File: src/rtl/sqrt_request_arbiter_pkg.sv
// Shared types and constants for the square-root request arbiter.
// Package name is fixed by the CORDIC unit codebase it plugs into.
package pa_AsyncCordic;

  localparam int FP32                 = 31;
  localparam int SQRT_SYNC_STAGES     = 2;
  localparam int SQRT_TIMEOUT_DEFAULT = 1023;

  typedef enum logic [1:0] {
    IDLE   = 2'd0,
    LAUNCH = 2'd1,
    RUN    = 2'd2,
    RESP   = 2'd3
  } sqrt_arb_state_t;

endpackage

File: src/rtl/sqrt_request_arbiter_if.sv
// Request, square-root unit and response signals of the arbiter.
// The arbiter connects through the slave modport; its environment uses master.
interface sqrt_request_arbiter_if #(
  parameter int N_REQ = 4,
  parameter int FP32  = pa_AsyncCordic::FP32
);
  localparam int ID_W = $clog2(N_REQ);

  logic [N_REQ-1:0]         req_valid_i;
  logic [N_REQ-1:0][FP32:0] req_data_i;
  logic [N_REQ-1:0]         req_ready_o;
  logic [FP32:0]            sqrt_data_o;
  logic                     sqrt_arst_o;
  logic                     sqrt_finished_i;
  logic [FP32:0]            sqrt_result_i;
  logic                     rsp_valid_o;
  logic                     rsp_ready_i;
  logic [ID_W-1:0]          rsp_id_o;
  logic [FP32:0]            rsp_data_o;
  logic                     rsp_timeout_o;

  modport slave (
    input  req_valid_i, req_data_i, sqrt_finished_i, sqrt_result_i, rsp_ready_i,
    output req_ready_o, sqrt_data_o, sqrt_arst_o, rsp_valid_o, rsp_id_o,
           rsp_data_o, rsp_timeout_o
  );

  modport master (
    output req_valid_i, req_data_i, sqrt_finished_i, sqrt_result_i, rsp_ready_i,
    input  req_ready_o, sqrt_data_o, sqrt_arst_o, rsp_valid_o, rsp_id_o,
           rsp_data_o, rsp_timeout_o
  );

endinterface

File: src/rtl/sqrt_request_arbiter_rr_arbiter.sv
// Combinational round-robin grant: lowest valid index at or after last_id+1,
// found by rotating the request vector through a double-width copy.
module rr_arbiter #(
  parameter int N = 4
) (
  input  logic [N-1:0]         req,
  input  logic [$clog2(N)-1:0] last_id,
  output logic [N-1:0]         grant
);
  localparam int IDW = $clog2(N);

  logic [IDW-1:0] start;
  logic [2*N-1:0] dbl;
  logic [N-1:0]   rot;
  logic [N-1:0]   rot_g;
  logic [2*N-1:0] back;

  assign start = (last_id == IDW'(N - 1)) ? '0 : last_id + IDW'(1);
  assign dbl   = {req, req};
  assign rot   = N'(dbl >> start);
  // isolate lowest set bit, i.e. first requester from the start position
  assign rot_g = rot & (~rot + N'(1));
  assign back  = {rot_g, rot_g} << start;
  assign grant = N'(back >> N);

endmodule

File: src/rtl/sqrt_request_arbiter.sv
// Shares one CORDIC square-root unit between N_REQ requesters, round-robin.
// Optional watchdog in RUN enabled by macro SQRT_ARB_TIMEOUT_EN.
//
// state  | meaning
// IDLE   | unit held in reset, grant offered to pending requesters
// LAUNCH | operand registered, unit still in reset for one cycle
// RUN    | unit released, waiting for synchronized finished
// RESP   | response held on the output until accepted
module sqrt_request_arbiter
  import pa_AsyncCordic::*;
#(
  parameter int N_REQ          = 4,
  parameter int FP32           = pa_AsyncCordic::FP32,
  parameter int TIMEOUT_CYCLES = SQRT_TIMEOUT_DEFAULT
) (
  input logic                  ck,
  input logic                  arst,
  sqrt_request_arbiter_if.slave bus
);
  localparam int ID_W = $clog2(N_REQ);

  sqrt_arb_state_t             state_q, state_d;
  logic [ID_W-1:0]             last_id_q;
  logic [ID_W-1:0]             grant_id;
  logic [N_REQ-1:0]            grant;
  logic [N_REQ-1:0]            req_ready;
  logic                        rsp_valid;
  logic                        accept;
  logic                        fin_sync;
  logic                        tmo_hit;
  logic [SQRT_SYNC_STAGES-1:0] fin_sync_q;
  logic [FP32:0]               data_q;
  logic [FP32:0]               rsp_data_q;
  logic [ID_W-1:0]             rsp_id_q;
  logic                        sqrt_arst_q;

  rr_arbiter #(.N(N_REQ)) u_rr (
    .req    (bus.req_valid_i),
    .last_id(last_id_q),
    .grant  (grant)
  );

  always_comb begin
    grant_id = '0;
    for (int i = 0; i < N_REQ; i++) begin
      if (grant[i]) grant_id = ID_W'(i);
    end
  end

  assign accept   = (state_q == IDLE) && (|bus.req_valid_i);
  assign fin_sync = fin_sync_q[SQRT_SYNC_STAGES-1];

  // synchronizer only samples in RUN, so a finished left over from the
  // previous operation never survives LAUNCH
  always_ff @(posedge ck or posedge arst) begin
    if (arst) begin
      fin_sync_q <= '0;
    end else if (state_q == RUN) begin
      fin_sync_q <= {fin_sync_q[SQRT_SYNC_STAGES-2:0], bus.sqrt_finished_i};
    end else begin
      fin_sync_q <= '0;
    end
  end

`ifdef SQRT_ARB_TIMEOUT_EN
  localparam int TMO_W = $clog2(TIMEOUT_CYCLES + 1);

  logic [TMO_W-1:0] tmo_cnt_q;
  logic             rsp_timeout_q;

  always_ff @(posedge ck or posedge arst) begin
    if (arst) begin
      tmo_cnt_q <= '0;
    end else if (state_q == LAUNCH) begin
      tmo_cnt_q <= '0;
    end else if (state_q == RUN) begin
      tmo_cnt_q <= tmo_cnt_q + TMO_W'(1);
    end
  end

  // counter holds the number of completed RUN cycles, so this is the last one
  assign tmo_hit = (state_q == RUN) && (tmo_cnt_q == TMO_W'(TIMEOUT_CYCLES - 1));

  always_ff @(posedge ck or posedge arst) begin
    if (arst) begin
      rsp_timeout_q <= 1'b0;
    end else if (state_q == RUN && state_d == RESP) begin
      rsp_timeout_q <= ~fin_sync;
    end
  end

  assign bus.rsp_timeout_o = rsp_timeout_q;
`else
  assign tmo_hit           = 1'b0;
  assign bus.rsp_timeout_o = 1'b0;
`endif

  always_ff @(posedge ck or posedge arst) begin
    if (arst) state_q <= IDLE;
    else      state_q <= state_d;
  end

  always_comb begin
    state_d = state_q;
    unique case (state_q)
      IDLE:    if (accept) state_d = LAUNCH;
      LAUNCH:  state_d = RUN;
      RUN:     if (fin_sync || tmo_hit) state_d = RESP;
      RESP:    if (bus.rsp_ready_i) state_d = IDLE;
      default: state_d = IDLE;
    endcase
  end

  always_comb begin
    req_ready = '0;
    rsp_valid = 1'b0;
    case (state_q)
      IDLE:    req_ready = grant;
      RESP:    rsp_valid = 1'b1;
      default: ;
    endcase
  end

  // unit reset is registered from the next state so it never glitches
  always_ff @(posedge ck or posedge arst) begin
    if (arst) begin
      last_id_q   <= ID_W'(N_REQ - 1);
      data_q      <= '0;
      rsp_id_q    <= '0;
      rsp_data_q  <= '0;
      sqrt_arst_q <= 1'b1;
    end else begin
      sqrt_arst_q <= (state_d != RUN);
      if (accept) begin
        data_q    <= bus.req_data_i[grant_id];
        rsp_id_q  <= grant_id;
        last_id_q <= grant_id;
      end
      if (state_q == RUN && state_d == RESP) begin
        rsp_data_q <= fin_sync ? bus.sqrt_result_i : '0;
      end
    end
  end

  assign bus.req_ready_o = req_ready;
  assign bus.rsp_valid_o = rsp_valid;
  assign bus.sqrt_data_o = data_q;
  assign bus.sqrt_arst_o = sqrt_arst_q;
  assign bus.rsp_id_o    = rsp_id_q;
  assign bus.rsp_data_o  = rsp_data_q;

endmodule
File: src/flat_wrapper.sv
// flat-port wrapper written by rule: the top's interface ports become plain ports
module sqrt_request_arbiter_flat import pa_AsyncCordic::*;
#(
  parameter int N_REQ          = 4,
  parameter int FP32           = pa_AsyncCordic::FP32,
  parameter int TIMEOUT_CYCLES = SQRT_TIMEOUT_DEFAULT
)
  (ck, arst, bus_req_valid_i, bus_req_data_i, bus_sqrt_finished_i, bus_sqrt_result_i, bus_rsp_ready_i, bus_req_ready_o, bus_sqrt_data_o, bus_sqrt_arst_o, bus_rsp_valid_o, bus_rsp_id_o, bus_rsp_data_o, bus_rsp_timeout_o);
  sqrt_request_arbiter_if #(.N_REQ(N_REQ), .FP32(FP32)) bus_i ();
  input logic ck;
  input logic arst;
  input wire logic [$bits(bus_i.req_valid_i)-1:0] bus_req_valid_i;
  input wire logic [$bits(bus_i.req_data_i)-1:0] bus_req_data_i;
  input wire logic [$bits(bus_i.sqrt_finished_i)-1:0] bus_sqrt_finished_i;
  input wire logic [$bits(bus_i.sqrt_result_i)-1:0] bus_sqrt_result_i;
  input wire logic [$bits(bus_i.rsp_ready_i)-1:0] bus_rsp_ready_i;
  output wire logic [$bits(bus_i.req_ready_o)-1:0] bus_req_ready_o;
  output wire logic [$bits(bus_i.sqrt_data_o)-1:0] bus_sqrt_data_o;
  output wire logic [$bits(bus_i.sqrt_arst_o)-1:0] bus_sqrt_arst_o;
  output wire logic [$bits(bus_i.rsp_valid_o)-1:0] bus_rsp_valid_o;
  output wire logic [$bits(bus_i.rsp_id_o)-1:0] bus_rsp_id_o;
  output wire logic [$bits(bus_i.rsp_data_o)-1:0] bus_rsp_data_o;
  output wire logic [$bits(bus_i.rsp_timeout_o)-1:0] bus_rsp_timeout_o;
  assign bus_i.req_valid_i = bus_req_valid_i;
  assign bus_i.req_data_i = bus_req_data_i;
  assign bus_i.sqrt_finished_i = bus_sqrt_finished_i;
  assign bus_i.sqrt_result_i = bus_sqrt_result_i;
  assign bus_i.rsp_ready_i = bus_rsp_ready_i;
  assign bus_req_ready_o = bus_i.req_ready_o;
  assign bus_sqrt_data_o = bus_i.sqrt_data_o;
  assign bus_sqrt_arst_o = bus_i.sqrt_arst_o;
  assign bus_rsp_valid_o = bus_i.rsp_valid_o;
  assign bus_rsp_id_o = bus_i.rsp_id_o;
  assign bus_rsp_data_o = bus_i.rsp_data_o;
  assign bus_rsp_timeout_o = bus_i.rsp_timeout_o;
  sqrt_request_arbiter #(.N_REQ(N_REQ), .FP32(FP32), .TIMEOUT_CYCLES(TIMEOUT_CYCLES)) u_core (.ck(ck), .arst(arst), .bus(bus_i));
endmodule
File: config.mk
export PLATFORM = sky130hd
export DESIGN_NAME = sqrt_request_arbiter_flat
export DESIGN_NICKNAME = d
export VERILOG_FILES = /design/src/rtl/sqrt_request_arbiter_pkg.sv /design/src/rtl/sqrt_request_arbiter_if.sv /design/src/rtl/sqrt_request_arbiter_rr_arbiter.sv /design/src/rtl/sqrt_request_arbiter.sv /design/src/flat_wrapper.sv
export SDC_FILE = /design/constraint.sdc
export NUM_CORES = 1
export LEC_CHECK = 0
export CORE_ASPECT_RATIO = 0.8
export CORE_UTILIZATION = 41
export DETAILED_ROUTE_END_ITERATION = 8
export PLACE_DENSITY_LB_ADDON = 0.12
export SKIP_LAST_GASP = 1
export SLEW_MARGIN = 20
export SYNTH_ARGS = -nofsm -noshare
export SYNTH_HDL_FRONTEND = slang
export SYNTH_SLANG_ARGS = --single-unit
File: constraint.sdc
create_clock -name ck -period 7.2 [get_ports ck]
set_input_delay 1.44 -clock ck [delete_from_list [all_inputs] [get_ports ck]]
set_output_delay 1.44 -clock ck [all_outputs]
set_load 0.005 [all_outputs]
# [Word-level counts from Yosys, hierarchy flattened]
# Index checks and enable logic that the tools add are counted.
[classes] addsub=2 order_cmp=1 eq_ne=6 shift=2 mux=14 n_bitwise=2 reduce_logical=4
[op_table] operator="$bmux 32 s2" count=1
[op_table] operator="$mux 32" count=2
[op_table] operator="$mux 2" count=7
[op_table] operator="$eq 2x2->1 const B" count=4
[op_table] operator="$pmux 2 s4" count=1
[op_table] operator="$shl 8x2->8" count=1
[op_table] operator="$shr 8x2->4" count=1
[op_table] operator="$add 4x1->4 const B" count=1
[op_table] operator="$and 4x4->4" count=1
[op_table] operator="$mux 4" count=1
[op_table] operator="$not 4->4" count=1
[op_table] operator="$reduce_or 4->1" count=1
[op_table] operator="$lt 2x3->1 const B" count=1
[op_table] operator="$add 2x1->2 const B" count=1
[op_table] operator="$eq 2x1->1 const B" count=1
[op_table] operator="$logic_and 1x1->1" count=2
[op_table] operator="$logic_not 2->1" count=1
[op_table] operator="$mux 1" count=2
[op_table] operator="$ne 2x2->1 const B" count=1
[word_totals] ff_bits=73 in_bits=168 out_inout_bits=73 wordCells=38

# [Logic depth before layout (Yosys ltp)]
# Gate-level depths: netlist (run 1).
[depth] depth_word=12 ltp_mapped=8 mapped_depth_nobuf=6

# [Modules after synthesis]
# A second synthesis (run 1) with hierarchy kept.
[hier_totals] cells_unflattened=306 hier_area_um2=3927.5
[modules_own_cells] module="sqrt_request_arbiter" instances=1 cells_each=286 area_each_um2=3801.1 seq_area_each_um2=1830.5
[modules_own_cells] module="rr_arbiter" instances=1 cells_each=20 area_each_um2=126.4 seq_area_each_um2=0.0

# [Least setup slack after synthesis (run 1)]
# Ideal clock, no wire load.
[synth_path] kind="input to output" from="input port bus_req_valid_i[3]" to="output port bus_req_ready_o[1]" arrival_time_ns=2.317 required_ns=5.760 path_slack_ns=3.443 path_stages=5 n_path_buf=2 cell_sequence="buf_2 > o21ai_0 > o211ai_2 > buf_2 > nor2_1"
[synth_between] elab_chain_cells=6
[synth_rtl] element="from (decl)" line_no="flat_wrapper.sv:12" rtl="input wire logic [$bits(bus_i.req_valid_i)-1:0] bus_req_valid_i;"
[synth_rtl] element="$shr 8x2->4 (*)" line_no="sqrt_request_arbiter_rr_arbiter.sv:20" rtl="assign rot = N'(dbl >> start);"
[synth_rtl] element="$not 4->4" line_no="sqrt_request_arbiter_rr_arbiter.sv:22" rtl="assign rot_g = rot & (~rot + N'(1));"
[synth_rtl] element="$add 4x1->4" line_no="sqrt_request_arbiter_rr_arbiter.sv:22"
[synth_rtl] element="$and 4x4->4 (*)" line_no="sqrt_request_arbiter_rr_arbiter.sv:22"
[synth_rtl] element="$shl 8x2->8 (*)" line_no="sqrt_request_arbiter_rr_arbiter.sv:23" rtl="assign back = {rot_g, rot_g} << start;"
[synth_rtl] element="$mux 4 (*)" line_no="sqrt_request_arbiter.sv:117" rtl="case (state_q)"
[synth_rtl] element="to (decl)" line_no="flat_wrapper.sv:17" rtl="output wire logic [$bits(bus_i.req_ready_o)-1:0] bus_req_ready_o;"
# Mark *: on every way between the ends. The rest lies on a longest branch, timed or not.

# [Worst setup path after layout (run 1)]
[layout_path] from="input port bus_req_valid_i[3]" to="output port bus_req_ready_o[3]"
# The elaborated chain is that of the path after synthesis.

==> results.json, run 1 <==
{
  "status": "completed",
  "root_buffer": "clkbuf_16",
  "antenna_found_initial": 0,
  "dp_hpwl_um": 9390,
  "fin_nets": 746,
  "synth.top_cell.area_share_pct": 43.3,
  "cp-start-kind": "input port",
  "grt_max_degree": 74,
  "final_area_mm2": 0.00679,
  "rsz0062_at_grt": "false",
  "seqCellArea_mm2": 0.00183,
  "yosys.area.top_type": "dfrtp_1",
  "startpoint": "bus_req_valid_i[3]",
  "p_leak_nw": 2.83,
  "crit_type": "input port to output pin",
  "skew_ps": 8.01,
  "period_share_pct": 70.8,
  "fmax_mhz": 196,
  "wl_per_cell_um": 18.5,
  "min_period_ps": 5100,
  "hold_path_class": "flip-flop to flip-flop",
  "dieHeight_um": 90.9,
  "powerDensity_mw_per_mm2": 380,
  "final_util_pct": 70.7,
  "clkLatencyLatePin_ps": 330,
  "worstPathCellList": "clkdlybuf4s50_1, nor2b_1, a31oi_4, buf_4, or2_2, nor2_1, clkdlybuf4s50_1",
  "ir_worst_vdd_mv": 0.164,
  "grt_pass1_wl_um": 20200,
  "ctsHoldBuffers": 0,
  "io_pins": 241,
  "synth.distinct_cells": 37,
  "multiInputGateArea_mm2": 0.00206,
  "crit_slowest_cell": "clkdlybuf4s50_1",
  "cts.clk_slew.worst_paths_ps": 60,
  "postCtsSetupBuffers": 0,
  "whs_ps": 454,
  "numCtsBuffers": 9,
  "portBuffers": 239,
  "ant_nets": 0,
  "yosys_warnings": 0,
  "relSlewSlack_pct": 33.1,
  "p_total_w": 0.00258,
  "wirelength_um": 13000,
  "synth_area_leaders": "dfrtp_1 (43%), o211ai_2 (9.0%), mux2_2 (8.9%)",
  "dr_total_vias": 3776,
  "syn_to_final_growth_pct": 67.9,
  "crit_required_ps": 5760,
  "diodes": 0,
  "crit_arrival_ps": 3660,
  "place.gp.congestion": 0.804,
  "cts_tree": "yes",
  "hp-start": "u_core.fin_sync_q[0]",
  "die_area_mm2": 0.0103,
  "finalSetupTns_ps": 0,
  "clockBufferDepth": 2,
  "placed_area_mm2": 0.00651,
  "via_per_inst": 5.39,
  "synth_cells": 352,
  "critPathMaxStageDelay_ps": 670,
  "reg2reg_from": "u_core.last_id_q[0]",
  "die_w_um": 113,
  "grt.total_usage_pct": 25.5,
  "maxSlewViolCount": 0,
  "fp-row-count": 32,
  "ys_ff_latch": 73,
  "syn_area_mm2": 0.00405,
  "first_pass_iters": 4,
  "htreeDepth": 3,
  "drc": 0,
  "core-area_mm2": 0.00961,
  "syn_nets": 521,
  "gr-total-overflow": 0,
  "dr.first_iter.drc_count": 182,
  "setup-violations-final": 0,
  "max-cap-violations": 0,
  "grt_pass1_vias": 3928,
  "syn_avg_cell_area_um2": 11.5,
  "ctsResizeCount": 0,
  "crit_fanout": 33,
  "final_cell_mix": "clkdlybuf4s50_1 (239), dfrtp_1 (70), nand2_1 (41)",
  "seq_area_frac_synth_pct": 45.2,
  "critical_path.endpoint_type": "output pin",
  "layout-drive-gt1-share_pct": 16.7,
  "fillCellCount": 742,
  "cts.sink_count": 73,
  "tightestPinTransition_ps": 1000,
  "cpMostUsedCell": "clkdlybuf4s50_1",
  "final_common_cell": "clkdlybuf4s50_1",
  "initial_core_util_pct": 42.1,
  "finalHoldViolCount": 0,
  "r2r_slack_ps": 4180
}
-- power by group --
part	switching (W)	leakage (nW)	internal, W
Combinational	0.000646	1.83	0.000765
Clock	0.000193	0.133	0.000241
Sequential	0.000114	0.871	0.000625
Total	0.000953	2.83	0.00163
-- synth_stat cells (all sizes together) --
cell and n:
nor2b 2, o22ai 3, nand2b 2, ha 1
and2 3, o21a 3, mux2 32, buf 19
a31oi 1, o32a 1, nand2 41, nor3 1
a21oi 6, inv 3, dfstp 3, clkbuf 14
o211ai 34, conb 1, nand3 1, o221ai 32
mux2i 32, o21ba 1, nor2 7, a21o 1
nand3b 1, and3 2, o21ai 1, dfrtp 70
or2 2, nor3b 32
-- worst max-delay path, delay by kind of cell --
family / cells / cell delay (ps)
simple gates: 3 / 720
compound gates: 1 / 40
buf+inv: 3 / 1450
-- stage by stage --
stage | worst slack [ps] | cells
3_3_place_gp | 2140 | 685
5_1_grt | 1980 | 701
3_5_place_dp | 2100 | 685
6_report | 2100 | 701
2_1_floorplan | 3440 | 352
4_1_cts | 2090 | 701
-- per-layer routing --
layer  routed length, um  global-route usage [%]  up-vias
met5                   0                       0        -
met4                 362                    9.87        0
met3                 814                    6.31       26
met2                6490                    43.8      161
met1                5320                    30.7     1815
li1                    -                       -     1774
-- final timing paths --
kind,cells past startpoint,to
setup / recovery,7,bus_req_ready_o[3]
hold / removal,1,u_core.fin_sync_q[1]
setup reg to reg,7,u_core.bus.sqrt_data_o[28]
hold reg to reg,1,u_core.fin_sync_q[1]
max in group asynchronous,3,u_core.bus.sqrt_data_o[18]
min in group asynchronous,3,u_core.bus.rsp_data_o[15]
-- state kept, by name, summed over array words and instances, names as in the netlist --
name and count:
u_core.bus.sqrt_data_o 32, u_core.bus.rsp_data_o 32, u_core.fin_sync_q 2, u_core.last_id_q 2, u_core.bus.rsp_id_o 2, u_core.bus.sqrt_arst_o 1, u_core.state_q 2
-- cell families (layout without fill, tap and decap cells) --
family	after synthesis	count (layout)	share of synthesized area, %
AO/OA/AOI/OAI	83	83	19.9
adder cells (fa/ha/maj)	1	1	0.309
buffers and inverters	36	266	4.58
flip-flops	73	73	45.2
multiplexers	64	64	16.8
other	1	1	0.0927
AND/OR/NAND/NOR	94	94	13.0
-- final cells by class --
cell class,count,share of cell area (%)
Clock buffer,9,3.31
Clock inverter,7,0.921
Multi-Input combinational cell,243,30.3
Inverter,3,0.184
Tap cell,119,2.19
Timing Repair Buffer,247,36.1
Sequential cell,73,26.9
(Power assumes the default switching activity.)
==> run 2: changes to the inputs <==
--- a/config.mk
+++ b/config.mk
@@ -6,7 +6,7 @@
 export NUM_CORES = 1
 export LEC_CHECK = 0
 export CORE_ASPECT_RATIO = 0.8
-export CORE_UTILIZATION = 41
+export CORE_UTILIZATION = 34
 export DETAILED_ROUTE_END_ITERATION = 8
 export PLACE_DENSITY_LB_ADDON = 0.12
 export SKIP_LAST_GASP = 1
==> constraint.sdc (replaced) <==
create_clock -name ck -period 4.5 [get_ports ck]
set_input_delay 0.9 -clock ck [delete_from_list [all_inputs] [get_ports ck]]
set_output_delay 0.9 -clock ck [all_outputs]
set_load 0.005 [all_outputs]
==> run 2 against run 1 <==
Against the previous run:
- via count shrank 1.3%
- flip-flop and latch count is the same
- register-to-register slack lost 2300 ps
==> results.json, run 2 (same netlist as run 1, synthesis figures left out) <==
{
  "cts.clk_slew.worst_paths_ps": 60,
  "wl_per_cell_um": 17.3,
  "clockBufferDepth": 2,
  "final_util_pct": 59.3,
  "die_w_um": 124,
  "max-cap-violations": 0,
  "ir_worst_vdd_mv": 0.257,
  "use_met2_pct": 35.8,
  "relSlewSlack_pct": 40.4,
  "maxSlewViolCount": 0,
  "antenna_found_initial": 0,
  "grt.total_usage_pct": 21.3,
  "fp-row-count": 35,
  "ctsHoldBuffers": 0,
  "crit_required_ps": 3600,
  "whs_ps": 475,
  "setup-violations-final": 0,
  "diodes": 0,
  "layout-drive-gt1-share_pct": 16.8,
  "rsz0062_at_grt": "false",
  "status": "completed",
  "gr-total-overflow": 0,
  "min_period_ps": 3730,
  "wirelength_um": 12700,
  "crit_fanout": 9,
  "cp-start-kind": "input port",
  "worstPathCellList": "clkdlybuf4s50_1, nor2b_1, a31oi_4, or2_2, nor2_1, clkdlybuf4s50_1",
  "critPathMaxStageDelay_ps": 690,
  "crit_arrival_ps": 2830,
  "finalSetupTns_ps": 0,
  "cpMostUsedCell": "clkdlybuf4s50_1",
  "critical_path.endpoint_type": "output pin",
  "htreeDepth": 3,
  "tightestPinTransition_ps": 894,
  "hold_path_class": "flip-flop to flip-flop",
  "core-area_mm2": 0.0116,
  "io_pins": 241,
  "met1_usage_pct": 25.9,
  "dr_total_vias": 3726,
  "grt_pass1_wl_um": 19900,
  "skew_ps": 2.21,
  "cts_tree": "yes",
  "final_cell_mix": "clkdlybuf4s50_1 (239), dfrtp_1 (70), nand2_1 (41)",
  "period_share_pct": 82.8,
  "first_pass_iters": 4,
  "grt_pass1_vias": 3895,
  "root_buffer": "clkbuf_16",
  "dieHeight_um": 99.6,
  "finalHoldViolCount": 0,
  "dr.first_iter.drc_count": 154,
  "p_total_w": 0.00416,
  "powerDensity_mw_per_mm2": 607,
  "crit_slowest_cell": "clkdlybuf4s50_1",
  "clkLatencyLatePin_ps": 330,
  "place.gp.congestion": 0.826,
  "syn_to_final_growth_pct": 69.4,
  "cts.sink_count": 73,
  "via_per_inst": 5.10,
  "fillCellCount": 1014,
  "die_area_mm2": 0.0123,
  "initial_core_util_pct": 35.0,
  "fin_nets": 747,
  "busiest_layer": "met2",
  "postCtsSetupBuffers": 0,
  "numCtsBuffers": 9,
  "crit_type": "input port to output pin",
  "portBuffers": 239,
  "fmax_mhz": 268,
  "final_common_cell": "clkdlybuf4s50_1",
  "drc": 0,
  "grt_max_degree": 52,
  "grt_use_met3_pct": 5.85,
  "p_leak_nw": 2.84,
  "ant_nets": 0,
  "ctsResizeCount": 0,
  "dp_hpwl_um": 9160
}
## run 2: changes by cell type in the layout (fill, tap and decap cells not counted), sizes merged
| cell | delta |
|---|---|
| inv | -2 |
| buf | +1 |
| bufinv | +1 |
| clkinv | +1 |
## run 2: area by class of cell
| cell class | count | area (um^2) | area share (%) |
|---|---|---|---|
| timing repair buffer | 248 | 2460 | 35.9 |
| inverter | 3 | 12.5 | 0.183 |
| clock inverter | 7 | 78.8 | 1.15 |
| multi-input combinational | 243 | 2060 | 30.1 |
| tap | 148 | 185 | 2.70 |
| sequential | 73 | 1830 | 26.7 |
| clock buffer | 9 | 225 | 3.29 |
## run 2: power breakdown
group          leakage [nW]  switching [W]  total, W  internal, W
Clock                 0.139       0.000290  0.000724     0.000434
Sequential            0.871       0.000166   0.00117      0.00100
Combinational          1.83        0.00104   0.00227      0.00123
Total                  2.84        0.00150   0.00416      0.00266
## run 2: final timing paths
| path | start | endpoint | slack [ps] | depth (start not counted) |
|---|---|---|---|---|
| worst max-delay path | bus_req_valid_i[3] | bus_req_ready_o[3] | 770 | 6 |
| worst min-delay path | u_core.fin_sync_q[0] | u_core.fin_sync_q[1] | 480 | 1 |
| worst max register to register | u_core.last_id_q[0] | u_core.bus.sqrt_data_o[29] | 1890 | 6 |
| worst min register to register | u_core.fin_sync_q[0] | u_core.fin_sync_q[1] | 480 | 1 |
| max in group asynchronous | arst | u_core.bus.sqrt_data_o[9] | 2590 | 3 |
| min in group asynchronous | arst | u_core.bus.rsp_data_o[7] | 1050 | 2 |
## run 2: routing by layer
metal  wire [um]  up-vias
met4         298        0
met1        5290     1793
li1            -     1776
met5           0        -
met2        6240      136
met3         834       21
## run 2: metrics by stage
step | area (um^2) | std cells | worst slack, ps
5_1_grt | 6850 | 731 | 656
4_1_cts | 6850 | 731 | 788
3_3_place_gp | 6550 | 715 | 810
6_report | 6850 | 731 | 773
2_1_floorplan | 4050 | 352 | 1750
3_5_place_dp | 6550 | 715 | 793
## run 2: worst max-delay path, delay by kind of cell
| kind | cells | cell delay (ps) |
|---|---|---|
| and+or+nand+nor | 3 | 700 |
| buffers and inverters | 2 | 1190 |
| AOI/OAI and AO/OA | 1 | 50 |
